==> src/rtl/goertzel_pkg.sv <==
// Shared types and default widths for the Goertzel sequencer / result collector.
package goertzel_pkg;

    localparam int IW = 12;
    localparam int OW = 32;
    localparam int BW = 16;

    typedef enum logic [1:0] {
        IDLE  = 2'd0,
        FLUSH = 2'd1,
        RUN   = 2'd2,
        DRAIN = 2'd3
    } state_e;

    typedef struct packed {
        logic [OW-1:0] re;
        logic [OW-1:0] im;
        logic [BW-1:0] blk;
        logic          det;
    } res_entry_t;

endpackage

==> src/rtl/goertzel_res_fifo.sv <==
// Two-deep first-word-fall-through FIFO; a pop frees a slot for a push in the same cycle.
module goertzel_res_fifo #(
    parameter int W = 8
) (
    input  logic         i_clk,
    input  logic         i_rst,
    input  logic         i_push,
    input  logic [W-1:0] i_data,
    input  logic         i_pop,
    output logic         o_valid,
    output logic         o_full,
    output logic [W-1:0] o_data
);

    logic [W-1:0] mem_q [2];
    logic [1:0]   count_q, count_d;
    logic         wr_q, wr_d;
    logic         rd_q, rd_d;
    logic         push_ok, pop_ok;

    assign o_valid = (count_q != 2'd0);
    assign o_full  = (count_q == 2'd2);
    assign pop_ok  = i_pop & o_valid;
    assign push_ok = i_push & (~o_full | pop_ok);
    assign o_data  = o_valid ? mem_q[rd_q] : '0;

    // NOTE: every variable gets a default first so no path leaves it unassigned (no latch).
    always_comb begin
        count_d = count_q;
        wr_d    = wr_q;
        rd_d    = rd_q;
        if (push_ok) wr_d = ~wr_q;
        if (pop_ok)  rd_d = ~rd_q;
        case ({push_ok, pop_ok})
            2'b10:   count_d = count_q + 2'd1;
            2'b01:   count_d = count_q - 2'd1;
            default: count_d = count_q;
        endcase
    end

    // NOTE: state updates use <= so every flop samples pre-edge values regardless of block order.
    always_ff @(posedge i_clk) begin
        if (i_rst) begin
            count_q <= 2'd0;
            wr_q    <= 1'b0;
            rd_q    <= 1'b0;
        end else begin
            count_q <= count_d;
            wr_q    <= wr_d;
            rd_q    <= rd_d;
        end
    end

    // NOTE: storage is not reset; o_data is masked by o_valid so stale contents never leak.
    always_ff @(posedge i_clk) begin
        if (push_ok) mem_q[wr_q] <= i_data;
    end

endmodule

==> src/rtl/goertzel_seq_ctrl.sv <==
// Goertzel sequencer: decimated clock enables, flush at block start, Re/Im result buffering.
// Define GOERTZEL_SEQ_DETECT_EN to add the magnitude-squared tone-detect pipeline stage.
module goertzel_seq_ctrl
    import goertzel_pkg::*;
#(
    parameter int IW    = goertzel_pkg::IW,
    parameter int OW    = goertzel_pkg::OW,
    parameter int DECIM = 8,
    parameter int BW    = goertzel_pkg::BW
) (
    input  logic          i_clk,
    input  logic          i_rst,
    input  logic          i_start,
    input  logic          i_stop,
    input  logic          i_sample_stb,
    output logic          o_core_clken,
    output logic          o_core_rst,
    input  logic          i_core_valid,
    input  logic [OW-1:0] i_core_re,
    input  logic [OW-1:0] i_core_im,
    output logic          o_res_valid,
    input  logic          i_res_ready,
    output logic [OW-1:0] o_res_re,
    output logic [OW-1:0] o_res_im,
    output logic [BW-1:0] o_res_blk,
    output logic          o_res_det,
    input  logic [2*OW:0] i_thresh,
    output logic          o_busy,
    output logic          o_overrun
);

    localparam int            CW       = (DECIM > 1) ? $clog2(DECIM) : 1;
    localparam logic [CW-1:0] DEC_LAST = CW'(DECIM - 1);
    localparam int            EW       = 2*OW + BW + 1;

    state_e          state_q, state_d;
    logic [CW-1:0]   dec_cnt_q, dec_cnt_d;
    logic [BW-1:0]   blk_q, blk_d;
    logic            core_valid_q;
    logic            overrun_q, overrun_d;
    logic            flush_entry, capture;
    logic            push, drop, pipe_busy;
    logic [EW-1:0]   push_data, fifo_dout;
    logic            fifo_full;
    logic [IW-1:0]   unused_iw;

    assign unused_iw = '0;

    always_comb begin
        state_d      = state_q;
        dec_cnt_d    = dec_cnt_q;
        o_core_clken = 1'b0;
        o_core_rst   = 1'b0;
        flush_entry  = 1'b0;
        case (state_q)
            IDLE: begin
                if (i_start) begin
                    state_d     = FLUSH;
                    flush_entry = 1'b1;
                end
            end
            FLUSH: begin
                o_core_rst   = 1'b1;
                o_core_clken = 1'b1;
                dec_cnt_d    = '0;
                state_d      = RUN;
            end
            RUN: begin
                // A stop discards the partial block, so it also suppresses a coincident enable.
                if (i_stop) begin
                    state_d = DRAIN;
                end else if (i_sample_stb) begin
                    if (dec_cnt_q == DEC_LAST) begin
                        o_core_clken = 1'b1;
                        dec_cnt_d    = '0;
                    end else begin
                        dec_cnt_d = dec_cnt_q + CW'(1);
                    end
                end
            end
            DRAIN: begin
                if (!o_res_valid && !pipe_busy) state_d = IDLE;
            end
            default: state_d = IDLE;
        endcase
    end

    assign capture = i_core_valid & ~core_valid_q & ((state_q == RUN) | (state_q == DRAIN));
    assign drop    = push & fifo_full & ~(o_res_valid & i_res_ready);

    always_comb begin
        blk_d     = blk_q;
        overrun_d = overrun_q | drop;
        if (flush_entry) begin
            blk_d     = '0;
            overrun_d = 1'b0;
        end else if (capture) begin
            blk_d = blk_q + BW'(1);
        end
    end

    always_ff @(posedge i_clk) begin
        if (i_rst) begin
            state_q      <= IDLE;
            dec_cnt_q    <= '0;
            blk_q        <= '0;
            core_valid_q <= 1'b0;
            overrun_q    <= 1'b0;
        end else begin
            state_q      <= state_d;
            dec_cnt_q    <= dec_cnt_d;
            blk_q        <= blk_d;
            core_valid_q <= i_core_valid;
            overrun_q    <= overrun_d;
        end
    end

`ifdef GOERTZEL_SEQ_DETECT_EN
    logic                   pipe_valid_q, pipe_valid_d;
    logic [OW-1:0]          pipe_re_q, pipe_re_d;
    logic [OW-1:0]          pipe_im_q, pipe_im_d;
    logic [BW-1:0]          pipe_blk_q, pipe_blk_d;
    logic signed [2*OW-1:0] re_sq, im_sq;
    logic [2*OW:0]          mag2;

    always_comb begin
        pipe_valid_d = capture;
        pipe_re_d    = pipe_re_q;
        pipe_im_d    = pipe_im_q;
        pipe_blk_d   = pipe_blk_q;
        if (capture) begin
            pipe_re_d  = i_core_re;
            pipe_im_d  = i_core_im;
            pipe_blk_d = blk_q;
        end
    end

    always_ff @(posedge i_clk) begin
        if (i_rst) begin
            pipe_valid_q <= 1'b0;
            pipe_re_q    <= '0;
            pipe_im_q    <= '0;
            pipe_blk_q   <= '0;
        end else begin
            pipe_valid_q <= pipe_valid_d;
            pipe_re_q    <= pipe_re_d;
            pipe_im_q    <= pipe_im_d;
            pipe_blk_q   <= pipe_blk_d;
        end
    end

    // Squares of signed values are non-negative, so zero-extending each before the add is exact.
    assign re_sq     = $signed(pipe_re_q) * $signed(pipe_re_q);
    assign im_sq     = $signed(pipe_im_q) * $signed(pipe_im_q);
    assign mag2      = {1'b0, re_sq} + {1'b0, im_sq};
    assign push      = pipe_valid_q;
    assign pipe_busy = pipe_valid_q;
    assign push_data = {pipe_re_q, pipe_im_q, pipe_blk_q, (mag2 >= i_thresh)};
`else
    logic unused_thresh;

    assign unused_thresh = ^i_thresh;
    assign push          = capture;
    assign pipe_busy     = 1'b0;
    assign push_data     = {i_core_re, i_core_im, blk_q, 1'b0};
`endif

    goertzel_res_fifo #(
        .W (EW)
    ) u_res_fifo (
        .i_clk   (i_clk),
        .i_rst   (i_rst),
        .i_push  (push),
        .i_data  (push_data),
        .i_pop   (i_res_ready),
        .o_valid (o_res_valid),
        .o_full  (fifo_full),
        .o_data  (fifo_dout)
    );

    assign {o_res_re, o_res_im, o_res_blk, o_res_det} = fifo_dout;
    assign o_busy    = (state_q != IDLE);
    assign o_overrun = overrun_q;

endmodule
==> config.mk <==
export PLATFORM = sky130hd
export DESIGN_NAME = goertzel_seq_ctrl
export DESIGN_NICKNAME = d
export VERILOG_FILES = /design/src/rtl/goertzel_pkg.sv /design/src/rtl/goertzel_res_fifo.sv /design/src/rtl/goertzel_seq_ctrl.sv
export SDC_FILE = /design/constraint.sdc
export NUM_CORES = 1
export LEC_CHECK = 0
export CORE_MARGIN = 1
export CORE_UTILIZATION = 47
export CTS_CLUSTER_DIAMETER = 100
export DETAILED_ROUTE_END_ITERATION = 10
export GPL_ROUTABILITY_DRIVEN = 0
export PLACE_DENSITY = 0.8
export SLEW_MARGIN = 10
export SYNTH_ARGS = -nofsm -noshare
export SYNTH_HDL_FRONTEND = slang
export SYNTH_SLANG_ARGS = --single-unit
==> constraint.sdc <==
create_clock -name i_clk -period 7.23 [get_ports i_clk]
set_input_delay 1.8075 -clock i_clk [delete_from_list [all_inputs] [get_ports i_clk]]
set_output_delay 1.8075 -clock i_clk [all_outputs]
set_load 0.03 [all_outputs]
==> impl_metrics.tcl, run 1 <==
set metrics [dict create \
    htree_levels 4 \
    path_cells "clkdlybuf4s50_1 > nor2b_1 > and2_1 > a21oi_1 > nor2b_1 > clkdlybuf4s50_1" \
    r2r_slack_ns 4.28 \
    path_max_fanout 3 \
    cts_tree "built" \
    p_sw_share_pct 30.1 \
    slew_viol_final 0 \
    cp_num_buf_inv 2 \
    end_kind "primary output" \
    synth_edf_count 160 \
    die_h_um 127 \
    hold_path.class "reg2reg" \
    async_reset_ff_share_pct 0 \
    die_x_um 127 \
    dp_hpwl_mm 9.34 \
    cts_max_path_buffers 2 \
    boundaryPins 222 \
    setup_viol 0 \
    dr.pass1.iters 4 \
    period_share_pct 74.3 \
    multi_input_area_mm2 0.00186 \
    cp_slowest_cell "clkdlybuf4s50_1" \
    crit_family "buffers and inverters" \
    combPwrFrac_pct 25.4 \
    dr_total_vias 4483 \
    fp-row-count 45 \
    regArea_mm2 0.00537 \
    grt_pass1_wl_mm 22.8 \
    finalHoldViolCount 0 \
    grtUsageTotal_pct 18.6 \
    core_area_mm2 0.0153 \
    layout.nets 795 \
    worstPathArrival_ns 3.56 \
    dieArea_mm2 0.0162 \
    p_sw_mw 0.884 \
    grt_pass1_vias 4683 \
    setup_ws_ns 1.86 \
    synth_area_leaders "edfxtp_1 65%, mux2i_1 11%, dfxtp_1 7.6%, nor2_1 4.9%, ha_1 1.5%" \
    drive_gt1_share_pct 5.73 \
    synth_top_area_share_pct 65.3 \
    yosys_register_bits 188 \
    syn_area_per_cell_um2 14.8 \
    slew_headroom_pct 25.8 \
    grt_overflow 0 \
    drt_iter0_markers 263 \
    root_buffer "clkbuf_16" \
    critPathKind "in2out" \
    yosysSeqAreaShare_pct 72.9 \
    drc_errors 0 \
    power_per_cell_area_mw_per_mm2 304 \
    intPower_mw 2.06 \
    cts_setup_buffers 0 \
    finClkSkew_ns 0.00664 \
    seqPwrFrac_pct 44.0 \
    max_stage_delay_ns 0.68 \
    rsz0062_at_grt "false" \
    cts.repair.resized 0 \
    syn-num-nets 642 \
    syn_area_mm2 0.00736 \
    syn_inst 497 \
    yosys-top-cells-count "160 x edfxtp_1, 97 x nor2_1, 81 x mux2i_1" \
    clock_latency_ns 0.43 \
    start_util_pct 48.2 \
    grt_max_degree 81 \
    tightestPinTransition_ns 1.11 \
    dpl_worst_slack_ns 1.89 \
    antennaDiodeCount 0 \
    worstSetupStartpointType "input pin" \
    synth_warnings 0 \
    synth_largest_area_cell "edfxtp_1" \
    drt_wl_total_mm 14.6 \
    clk_pin_slew_ns 0.07 \
    vdd_drop_max_mv 0.179 \
    cts_sinks 188 \
    fin_crit_ns 5.37 \
    portBuffers 155 \
    fill_cells 1098 \
    synth.most_common_cell "edfxtp_1" \
    synth_cell_types 36 \
    synthFlopType "edfxtp_1" \
    grt_antenna_before_repair 0 \
    vias_per_cell 5.13 \
    cts_made_buffers 17 \
    cts_hold_buf 0 \
    max_clock_freq_mhz 186 \
    p_leak_nw 3.05 \
    wl_per_cell_um 16.7 \
    required_ns 5.42 \
    area_delta_synth_final_pct 31.5 \
    power_frac_clock_pct 30.7 \
    maxCapViolCount 0 \
    ant_nets 0 \
    outcome "finished, final reports clean" \
    setup-tns-final_ns 0 \
]
stage by stage:
| step | instances | area (um^2) | utilization, % | power, mW | hold WS (ns) |
|---|---|---|---|---|---|
| 5_1_grt | 874 | 9680 | 63.4 | 3.05 | 0.519 |
| 2_1_floorplan | 497 | 7360 | - | 1.77 | 0.449 |
| 3_3_place_gp | 842 | 9110 | 59.7 | 2.04 | 0.459 |
| 4_1_cts | 874 | 9680 | 63.4 | 2.96 | 0.492 |
| 6_report | 874 | 9680 | 63.4 | 2.94 | 0.493 |
| 3_5_place_dp | 842 | 9110 | 59.7 | 2.06 | 0.470 |
registers in the layout (all words and copies together) (netlist names), named ones only:
name,flops
o_overrun,1
u_res_fifo.rd_q,1
state_q,2
u_res_fifo.count_q,2
u_res_fifo.wr_q,1
blk_q,16
dec_cnt_q,3
u_res_fifo.mem_q,160
core_valid_q,1
final timing paths:
| kind | startpoint | end | cells after the start |
|---|---|---|---|
| setup / recovery | i_stop | o_core_clken | 6 |
| hold / removal | dec_cnt_q[2]$_SDFFE_PP0P_ | dec_cnt_q[2]$_SDFFE_PP0P_ | 2 |
| setup reg to reg | u_res_fifo.count_q[0]$_SDFFE_PP0P_ | u_res_fifo.count_q[1]$_SDFFE_PP0P_ | 7 |
| hold reg to reg | dec_cnt_q[2]$_SDFFE_PP0P_ | dec_cnt_q[2]$_SDFFE_PP0P_ | 2 |
metal layers:
metal	vias up	wire (um)	global-route usage [%]
met1	2190	6120	21.2
met4	0	352	9.38
li1	2124	-	-
met2	141	7500	33.3
met3	28	640	3.69
met5	-	0	0
worst min-delay path: stages, from the launching register on:
cell,delay (ns)
dfxtp_1,0.32
nand3_1,0.06
a21oi_1,0.06
layout by cell type (no fill, tap or decap), types with 2 or more instances in the layout:
master,Yosys,layout
ha_1,9,9
nor3b_1,2,2
o31ai_1,4,4
nor4_1,4,4
nand3_1,7,7
o21ai_0,5,5
clkdlybuf4s50_1,0,155
xnor2_1,10,10
bufinv_16,0,2
nor2_1,97,95
and2_1,3,2
or4_1,5,5
nand4_1,3,3
clkinv_1,0,4
mux2i_1,81,81
nor2_4,0,2
or3_1,6,6
inv_1,9,9
clkinv_2,0,2
a21oi_1,15,15
edfxtp_1,160,160
dfxtp_1,28,27
clkinv_4,0,3
nor3_1,2,2
nor2b_1,3,3
inv_6,0,3
clkbuf_16,0,17
buf_4,1,3
nand2_1,8,8
cells by family (layout without fill, tap and decap cells):
group | Yosys count | after routing | share of synthesized area, %
compound gates | 29 | 29 | 2.36
xor+xnor | 11 | 11 | 1.31
fa+ha+maj | 9 | 9 | 1.53
buf+inv | 34 | 200 | 1.99
flops | 188 | 188 | 72.9
mux | 81 | 81 | 11.0
other cells | 1 | 1 | 0.0510
simple gates | 144 | 144 | 8.81
area by class of cell:
class | instances | share of cell area [%]
Clock buffer | 17 | 4.40
Clock inverter | 15 | 1.50
Inverter | 10 | 0.388
Multi-Input combinational cell | 275 | 19.3
Sequential cell | 188 | 55.5
Tap cell | 211 | 2.73
Timing Repair Buffer | 158 | 16.3
power groups by stage:
stage | Clock (mW) | Sequential [mW] | Combinational (mW)
finish | 0.902 | 1.29 | 0.746
global route | 0.956 | 1.30 | 0.792
CTS | 0.916 | 1.29 | 0.751
detailed placement | 0 | 1.32 | 0.746
global placement | 0 | 1.31 | 0.730
floorplan | 0 | 1.29 | 0.471
No activity file was read; power rests on OpenSTA's default activity.
==> run 2, diff against run 1 <==
==> constraint.sdc (replaced) <==
create_clock -name i_clk -period 5 [get_ports i_clk]
set_input_delay 1.25 -clock i_clk [delete_from_list [all_inputs] [get_ports i_clk]]
set_output_delay 1.25 -clock i_clk [all_outputs]
set_load 0.03 [all_outputs]
==> run 2 against run 1 <==
  * Non-clock buffer count stayed put
  * Setup slack got worse by 1.0 ns
  * Routed wire length decreased by 2.3%
  * Register-to-register slack worse by 1.9 ns
==> impl_metrics.tcl, run 2 (synthesized netlist as in run 1, its figures left out) <==
set metrics [dict create \
    dp_cells 842 \
    vdd_drop_max_mv 0.297 \
    top_regs "u_res_fifo.mem_q: 160 flops, blk_q: 16 flops, dec_cnt_q: 3 flops" \
    required_ns 3.75 \
    drt_iter0_markers 227 \
    fill_cells 1114 \
    grtUsageTotal_pct 18.5 \
    cts_tree "built" \
    rsz0062_at_grt "false" \
    root_buffer "clkbuf_16" \
    tightestPinTransition_ns 1.14 \
    dr.pass1.iters 4 \
    maxCapViolCount 0 \
    period_share_pct 83.4 \
    clock_latency_ns 0.44 \
    fin_crit_ns 4.17 \
    cts_made_buffers 17 \
    cts_hold_buf 0 \
    end_kind "primary output" \
    worstSetupStartpointType "input pin" \
    largest-register "u_res_fifo.mem_q" \
    max_clock_freq_mhz 240 \
    dp_hpwl_mm 9.06 \
    finClkSkew_ns 0.0107 \
    drive_gt1_share_pct 6.33 \
    start_util_pct 48.2 \
    cts.repair.resized 0 \
    drt_wl_total_mm 14.3 \
    cts_max_path_buffers 2 \
    dr_total_vias 4394 \
    grt_pass1_wl_mm 22.4 \
    vias_per_cell 5.03 \
    grt_antenna_before_repair 0 \
    largest_reg_flops 160 \
    outcome "finished, final reports clean" \
    final_common_cell "edfxtp_1" \
    wl_per_cell_um 16.3 \
    layout.nets 795 \
    die_x_um 127 \
    slew_viol_final 0 \
    area_delta_synth_final_pct 31.7 \
    power_per_cell_area_mw_per_mm2 434 \
    setup-tns-final_ns 0 \
    dieArea_mm2 0.0162 \
    grt_max_degree 81 \
    drc_errors 0 \
    setup_viol 0 \
    fp-row-count 45 \
    final_cell_mix "160 x edfxtp_1, 155 x clkdlybuf4s50_1, 95 x nor2_1, 81 x mux2i_1, 27 x dfxtp_1" \
    htree_levels 4 \
    cts_setup_buffers 0 \
    p_total_mw 4.21 \
    core_area_mm2 0.0153 \
    clk_pin_slew_ns 0.06 \
    worstPathArrival_ns 2.92 \
    portBuffers 155 \
    critPathKind "in2out" \
    finalHoldViolCount 0 \
    grt_overflow 0 \
    hold_path.class "reg2reg" \
    p_leak_nw 3.04 \
    stdcell_count 874 \
    final_core_util_pct 63.5 \
    boundaryPins 222 \
    antennaDiodeCount 0 \
    die_h_um 127 \
    ant_nets 0 \
    cts_sinks 188 \
    path_max_fanout 3 \
    slew_headroom_pct 23.7 \
    grt_pass1_vias 4551 \
]
run 2: worst paths after layout:
path / slack (ns) / from / depth (start not counted) / endpoint
min reg2reg: 0.48 / dec_cnt_q[1]$_SDFFE_PP0P_ / 2 / dec_cnt_q[1]$_SDFFE_PP0P_
min: 0.48 / dec_cnt_q[1]$_SDFFE_PP0P_ / 2 / dec_cnt_q[1]$_SDFFE_PP0P_
max: 0.83 / i_stop / 6 / o_core_clken
max reg2reg: 2.36 / state_q[0]$_SDFFE_PP0P_ / 5 / u_res_fifo.mem_q[1][38]$_DFFE_PP_
run 2: area by class of cell:
type	count	area [um^2]	share of cell area, %
clock buffer	17	425	4.39
clock inverter	15	133	1.37
inverter	10	37.5	0.387
multi-input combinational	275	1860	19.2
sequential	188	5370	55.4
tap	211	264	2.72
timing repair buffer	158	1600	16.5
run 2: where the power goes:
| group | leakage (nW) | switching, mW | internal (mW) |
|---|---|---|---|
| logic | 1.11 | 0.645 | 0.441 |
| clock network | 0.270 | 0.608 | 0.653 |
| registers | 1.66 | 0.0595 | 1.80 |
run 2: layer usage:
metal / track usage (%) / wire [um] / vias up
li1: - / - / 2120
met1: 21.2 / 5780 / 2135
met2: 33.3 / 7440 / 121
met3: 4.82 / 831 / 18
met4: 6.93 / 234 / 0
met5: 0 / 0 / -
run 2: worst max-delay path, cell delays in order:
cell	delay, ns
clkdlybuf4s50_1	0.40
nor2b_1	0.21
and2_1	0.20
a21oi_1	0.07
nor2b_1	0.11
clkdlybuf4s50_1	0.68
run 2: per-stage QoR:
stage	worst slack (ns)	hold slack, ns	cell area (um^2)
global placement	0.829	0.457	9130
global route	0.677	0.507	9690
finish	0.832	0.482	9690
CTS	0.824	0.485	9690
floorplan	0.665	0.449	7360
detailed placement	0.820	0.472	9130
